### config.mk
export PLATFORM = sky130hd
export DESIGN_NAME = riscv_core_if_fetch_ctrl
export DESIGN_NICKNAME = d
export VERILOG_FILES = /design/src/rtl/riscv_core_if_fetch_ctrl.sv
export SDC_FILE = /design/constraint.sdc
export NUM_CORES = 1
export LEC_CHECK = 0
export CAP_MARGIN = 0
export CORE_ASPECT_RATIO = 1.5
export CORE_MARGIN = 2
export CORE_UTILIZATION = 45
export CTS_BUF_LIST = sky130_fd_sc_hd__clkbuf_16
export DETAILED_ROUTE_END_ITERATION = 10
export PLACE_DENSITY = 0.84
export SLEW_MARGIN = 20
export SYNTH_ARGS = -nofsm -noshare
export SYNTH_HDL_FRONTEND = slang
export SYNTH_SLANG_ARGS = --single-unit
### constraint.sdc
create_clock -name CLK -period 4.5 [get_ports CLK]
set_input_delay 0.45 -clock CLK [delete_from_list [all_inputs] [get_ports CLK]]
set_output_delay 0.45 -clock CLK [all_outputs]
set_load 0.05 [all_outputs]
### src/rtl/riscv_core_if_fetch_ctrl.sv
// Fetch-control front end of the IF stage.
// It issues instruction-bus requests for the current PC. It buffers a response
// that ID cannot take yet, and it handles ID stalls and branch redirects.
// Ports:
//   CLK, RST                      clock, synchronous active-low reset
//   ACT                           stage activity (IF output unit write enable)
//   r_pc_Q                        current PC register value
//   redirect_valid, redirect_pc   one-cycle redirect request and target
//   id_stall_req                  ID cannot accept an instruction this cycle
//   ibus_req, ibus_addr           registered instruction bus request
//   ibus_ack, ibus_rdata, ibus_err  bus response
//   s_if_pcin_Q                   next PC (combinational)
//   s_id_clear_Q, s_id_stall_Q    ID bubble / hold controls (combinational)
//   if_instr, if_fault            registered instruction for ID and its fault flag
module riscv_core_if_fetch_ctrl #(
  parameter logic [31:0] RESET_PC  = 32'h0000_0000,
  parameter logic [31:0] NOP_INSTR = 32'h0000_0013
) (
  input  logic        CLK,
  input  logic        RST,
  input  logic        ACT,
  input  logic [31:0] r_pc_Q,
  input  logic        redirect_valid,
  input  logic [31:0] redirect_pc,
  input  logic        id_stall_req,
  output logic        ibus_req,
  output logic [31:0] ibus_addr,
  input  logic        ibus_ack,
  input  logic [31:0] ibus_rdata,
  input  logic        ibus_err,
  output logic [31:0] s_if_pcin_Q,
  output logic        s_id_clear_Q,
  output logic        s_id_stall_Q,
  output logic [31:0] if_instr,
  output logic        if_fault
);

  localparam int unsigned XLEN = 32;

  typedef enum logic [1:0] {IDLE, WAIT_ACK, HOLD, FLUSH} state_t;

  state_t            state, state_d;
  logic              req_d;
  logic [XLEN-1:0]   addr_d;
  logic [XLEN-1:0]   hold_data, hold_data_d;
  logic              hold_err, hold_err_d;
  logic [XLEN-1:0]   instr_d;
  logic              fault_d;

  logic              deliver;
  logic [XLEN-1:0]   pc_plus4;
  logic [XLEN-1:0]   dlv_data;
  logic              dlv_err;
  logic              unused_bits;

  // Only the word address of a redirect target matters.
  assign unused_bits = ^redirect_pc[1:0];

  assign pc_plus4 = r_pc_Q + XLEN'(4);

  // An instruction is handed to ID only when ID can take it and no redirect is pending.
  assign deliver = ACT & ~id_stall_req & ~redirect_valid &
                   (((state == WAIT_ACK) & ibus_ack) | (state == HOLD));

  assign dlv_data = (state == HOLD) ? hold_data : ibus_rdata;
  assign dlv_err  = (state == HOLD) ? hold_err  : ibus_err;

  // Next-PC selection: redirect, then sequential advance, else hold.
  always_comb begin
    s_if_pcin_Q = r_pc_Q;
    if (redirect_valid) begin
      s_if_pcin_Q = {redirect_pc[XLEN-1:2], 2'b00};
    end else if (deliver) begin
      s_if_pcin_Q = pc_plus4;
    end
  end

  assign s_id_clear_Q = redirect_valid | ~deliver;
  assign s_id_stall_Q = id_stall_req & ~redirect_valid;

  // Next-state, bus request and hold-buffer logic.
  always_comb begin
    state_d     = state;
    req_d       = ibus_req;
    addr_d      = ibus_addr;
    hold_data_d = hold_data;
    hold_err_d  = hold_err;
    unique case (state)
      IDLE: begin
        if (ACT && !redirect_valid) begin
          req_d   = 1'b1;
          addr_d  = {r_pc_Q[XLEN-1:2], 2'b00};
          state_d = WAIT_ACK;
        end
      end
      WAIT_ACK: begin
        if (ibus_ack) begin
          if (redirect_valid) begin
            req_d   = 1'b0;
            state_d = IDLE;
          end else if (deliver) begin
            // Back-to-back issue keeps one instruction per ack.
            addr_d = {pc_plus4[XLEN-1:2], 2'b00};
          end else begin
            req_d       = 1'b0;
            hold_data_d = ibus_rdata;
            hold_err_d  = ibus_err;
            state_d     = HOLD;
          end
        end else if (redirect_valid) begin
          // The request cannot be withdrawn; wait out its ack and drop it.
          state_d = FLUSH;
        end
      end
      FLUSH: begin
        if (ibus_ack) begin
          req_d   = 1'b0;
          state_d = IDLE;
        end
      end
      HOLD: begin
        if (deliver) begin
          state_d = IDLE;
        end else if (redirect_valid) begin
          hold_data_d = '0;
          hold_err_d  = 1'b0;
          state_d     = IDLE;
        end
      end
      default: state_d = IDLE;
    endcase
  end

  // Instruction register handed to ID alongside r_id_pc.
  always_comb begin
    instr_d = if_instr;
    fault_d = if_fault;
    if (ACT) begin
      if (deliver) begin
        instr_d = dlv_err ? NOP_INSTR : dlv_data;
        fault_d = dlv_err;
      end else if (!s_id_stall_Q) begin
        instr_d = NOP_INSTR;
        fault_d = 1'b0;
      end
    end
  end

  // State register.
  always_ff @(posedge CLK) begin
    if (!RST) begin
      state     <= IDLE;
      ibus_req  <= 1'b0;
      ibus_addr <= RESET_PC;
      hold_data <= '0;
      hold_err  <= 1'b0;
      if_instr  <= NOP_INSTR;
      if_fault  <= 1'b0;
    end else begin
      state     <= state_d;
      ibus_req  <= req_d;
      ibus_addr <= addr_d;
      hold_data <= hold_data_d;
      hold_err  <= hold_err_d;
      if_instr  <= instr_d;
      if_fault  <= fault_d;
    end
  end

endmodule

==> results of run 1 <==
-- registers in the layout, summed over array words and instances, names as in the netlist --
register / cells
hold_err: 1
ibus_addr: 30
hold_data: 32
state: 2
if_fault: 1
if_instr: 32
ibus_req: 1
-- worst min-delay path, stage by stage, from the launching register on --
cell                      delay (ns)
sky130_fd_sc_hd__dfxtp_1        0.31
sky130_fd_sc_hd__nand2_1        0.05
sky130_fd_sc_hd__a21oi_1        0.05
-- synthesized netlist by cell type (all sizes together) (15+ instances only) --
master  count  area [um^2]
a211o      31        271.5
nor2       24        90.09
xnor2      17        148.9
clkbuf     64        241.5
nand4      15        106.4
nand2     158        593.1
or4        24        180.2
a21oi      78        390.4
a31oi      21        131.4
dfxtp      99         1982
o31ai      15        112.6
nand3      46        235.2
o21ai      41        205.2
-- power groups by stage --
stage	combinational, mW	sequential [mW]	clock, mW
2_1_floorplan	0.250	1.01	0
3_3_place_gp	0.566	0.941	0
3_5_place_dp	0.570	0.941	0
4_1_cts	0.572	0.921	0.813
5_1_grt	0.608	0.924	0.848
6_report	0.574	0.921	0.801
-- metal layers --
metal | track usage, % | routed length [um] | vias up
met3 | 4.608 | 1356 | 44
met4 | 12.41 | 727 | 0
met5 | 0 | 0 | -
li1 | - | - | 3161
met2 | 48.46 | 9863 | 274
met1 | 30.78 | 7218 | 3030
-- cell type report --
class,instances,area (um^2)
clock buffer,9,225.2
clock inverter,7,81.33
fill,1074,4292
inverter,9,33.78
multi-input combinational,595,3453
sequential,99,1982
tap,156,195.2
timing repair buffer,222,2187
-- metrics by stage --
step / cells / area [um^2] / setup WS, ns / util, % / total power, mW
floorplan: 778 / 5739 / 1.095 / - / 1.260
global placement: 1081 / 7849 / 0.4264 / 63.05 / 1.507
detailed placement: 1081 / 7849 / 0.4116 / 63.05 / 1.512
CTS: 1097 / 8155 / 0.4049 / 65.51 / 2.306
global route: 1097 / 8158 / 0.3008 / 65.53 / 2.381
finish: 1097 / 8158 / 0.4004 / 65.53 / 2.296
-- placed cells by master, fill, tap and decap left out, types with 9 or more instances in the layout --
| cell type | count |
|---|---|
| sky130_fd_sc_hd__clkdlybuf4s50_1 | 189 |
| sky130_fd_sc_hd__nand2_1 | 157 |
| sky130_fd_sc_hd__dfxtp_1 | 99 |
| sky130_fd_sc_hd__a21oi_1 | 77 |
| sky130_fd_sc_hd__nand3_1 | 45 |
| sky130_fd_sc_hd__o21ai_0 | 40 |
| sky130_fd_sc_hd__a211o_1 | 31 |
| sky130_fd_sc_hd__buf_4 | 28 |
| sky130_fd_sc_hd__or4_1 | 24 |
| sky130_fd_sc_hd__nor2_1 | 24 |
| sky130_fd_sc_hd__a31oi_1 | 21 |
| sky130_fd_sc_hd__xnor2_1 | 17 |
| sky130_fd_sc_hd__o31ai_1 | 15 |
| sky130_fd_sc_hd__nand4_1 | 13 |
| sky130_fd_sc_hd__nor4_1 | 13 |
| sky130_fd_sc_hd__nor3_1 | 10 |
| sky130_fd_sc_hd__a211oi_1 | 9 |
| sky130_fd_sc_hd__clkbuf_16 | 9 |
-- worst max-delay path by stage --
stage          cells after the start  slack [ns]              end       from
2_1_floorplan                      6        1.09  s_if_pcin_Q[19]  r_pc_Q[9]
3_3_place_gp                       7        0.43  s_if_pcin_Q[20]  r_pc_Q[2]
3_5_place_dp                       7        0.41  s_if_pcin_Q[16]  r_pc_Q[2]
4_1_cts                            7        0.40  s_if_pcin_Q[16]  r_pc_Q[2]
5_1_grt                            6        0.30  s_if_pcin_Q[16]  r_pc_Q[6]
6_report                           7        0.40  s_if_pcin_Q[16]  r_pc_Q[2]
-- cell families (layout without fill, tap and decap cells) --
| family | Yosys count | in the layout | share of synthesized area (%) |
|---|---|---|---|
| and+or+nand+nor | 333 | 333 | 28.75 |
| AOI/OAI and AO/OA | 229 | 229 | 25.72 |
| DFF | 99 | 99 | 34.55 |
| buffers and inverters | 84 | 247 | 5.824 |
| xor gates and xnor gates | 21 | 21 | 3.207 |
| muxes | 9 | 9 | 1.658 |
| adders and majority gates | 1 | 1 | 0.2181 |
| other | 1 | 2 | 0.06538 |
==> out/qor.json, run 1 <==
{
  "clock_sink_count": {"value": 99},
  "synthCells": {"value": 777},
  "grt_pass1_vias": {"value": 5851},
  "die_height": {"value": 142.3, "unit": "um"},
  "slowest_stage": {"value": "sky130_fd_sc_hd__clkdlybuf4s50_1"},
  "worst-slew-pin-transition": {"value": 1.004, "unit": "ns"},
  "period_share": {"value": 91.10, "unit": "%"},
  "cts.path.max_buffers": {"value": 2},
  "power.share.combinational": {"value": 25.0, "unit": "%"},
  "synth_async_sr_flop_share": {"value": 0, "unit": "%"},
  "tritoncts": {"value": "yes"},
  "initialDrtViolationCount": {"value": 337},
  "pwr-share-clk": {"value": 34.9, "unit": "%"},
  "max_freq": {"value": 0.2439, "unit": "GHz"},
  "swShare": {"value": 33.83, "unit": "%"},
  "fin_nets": {"value": 1040},
  "holdPathEnd": {"value": "hold_data[0]$_SDFFE_PN0P_"},
  "yosys_register_bits": {"value": 99},
  "power-per-cell-area": {"value": 281.4, "unit": "nW/um^2"},
  "route.detailed.drc": {"value": 0},
  "irDropWorstVdd": {"value": 181.8, "unit": "uV"},
  "cts_inserted_buffers": {"value": 9},
  "crit_arrival": {"value": 3.65, "unit": "ns"},
  "start_util": {"value": 46.07, "unit": "%"},
  "timing.clock.skew": {"value": 0.008470, "unit": "ns"},
  "period_needed": {"value": 4.100, "unit": "ns"},
  "cp_required": {"value": 4.05, "unit": "ns"},
  "element_type_at_the_critical_path_start": {"value": "primary input"},
  "p_int": {"value": 1.519, "unit": "mW"},
  "placement_rows": {"value": 50},
  "flow.area_growth_from_synthesis": {"value": 42.23, "unit": "%"},
  "p_leak": {"value": 2.690, "unit": "nW"},
  "numPortBuffers": {"value": 198},
  "synth-edff-count": {"value": 0},
  "num_antenna_cells": {"value": 0},
  "cp_top_family": {"value": "buffers and inverters"},
  "avgSynthCellArea": {"value": 7.382, "unit": "um^2"},
  "synth-main-ff-cell": {"value": "sky130_fd_sc_hd__dfxtp_1"},
  "worst_slew_margin_rel": {"value": 32.52, "unit": "%"},
  "outcome": {"value": "completed"},
  "min_from": {"value": "hold_data[0]$_SDFFE_PN0P_"},
  "setup_repair_after_global_routing_missed_its_margin": {"value": "no"},
  "dp_hpwl": {"value": 13450, "unit": "um"},
  "grt_antenna_before_repair": {"value": 0},
  "setup_total_negative_slack": {"value": 0, "unit": "ns"},
  "detail_route.vias_per_cell": {"value": 5.933},
  "grt_max_degree": {"value": 59},
  "power.share.sequential": {"value": 40.1, "unit": "%"},
  "syn_area": {"value": 5736, "unit": "um^2"},
  "crit_type": {"value": "in2out"},
  "postCtsSetupBuffers": {"value": 0},
  "post_synth_num_cell_types": {"value": 62},
  "cts_hold_bufs": {"value": 0},
  "hold_crit_class": {"value": "reg2reg"},
  "drt_wl_total": {"value": 19170, "unit": "um"},
  "max_cap_violation_count": {"value": 0},
  "worst_setup_path_end_kind": {"value": "output pin"},
  "worst_hold_slack": {"value": 0.4520, "unit": "ns"},
  "die_area": {"value": 13680, "unit": "um^2"},
  "r2r-start": {"value": "state[0]$_SDFFE_PN0P_"},
  "critical_path.max_fanout": {"value": 11},
  "detail_route.first_pass.iterations": {"value": 5},
  "drive_gt1_share": {"value": 7.014, "unit": "%"},
  "fp.dieW": {"value": 96.18, "unit": "um"},
  "final_setup_violations": {"value": 0},
  "clk_pin_slew_worst_paths": {"value": 0.08, "unit": "ns"},
  "ys_warn_count": {"value": 0},
  "critical_path.n_buffers_inverters": {"value": 2},
  "number_of_ports_placed_on_the_die_boundary": {"value": 203},
  "timing.reg2reg.worst_path_depth": {"value": 5},
  "grt_util_all_layers": {"value": 27.18, "unit": "%"},
  "root_buffer": {"value": "sky130_fd_sc_hd__clkbuf_16"},
  "wire_per_inst": {"value": 17.47, "unit": "um"},
  "gr-total-overflow": {"value": 0},
  "cts_htree_levels": {"value": 3},
  "vias": {"value": 6509},
  "hold_viol_final": {"value": 0},
  "final_slew_violations": {"value": 0},
  "ant_nets": {"value": 0},
  "cts.repair.resized": {"value": 0},
  "worstSkewPairLatency": {"value": 0.36, "unit": "ns"},
  "timing.rr.end": {"value": "if_instr[29]$_SDFFE_PN0P_"},
  "rrSetupSlack": {"value": 1.35, "unit": "ns"},
  "critical_path.cell_chain": {"value": "clkdlybuf4s50_1 > ha_1 > nand3_2 > or4_1 > or4_1 > a31oi_1 > clkdlybuf4s50_1"},
  "p_sw": {"value": 0.7766, "unit": "mW"},
  "global_route_wire_length_before_repair": {"value": 29230, "unit": "um"},
  "seq_area_frac_synth": {"value": 34.55, "unit": "%"},
  "place_congestion": {"value": 0.9090},
  "critical_path.max_stage_delay": {"value": 0.81, "unit": "ns"},
  "min_path_cells": {"value": 2},
  "core_region_area": {"value": 12450, "unit": "um^2"}
}
No activity file was read; power rests on OpenSTA's default activity.
==> inputs of run 2 (changes only) <==
CTS_CLUSTER_SIZE = 16   (was unset)
==> results of run 2 <==
Same layout as run 1: the final DEF is identical, and so are final timing and power.
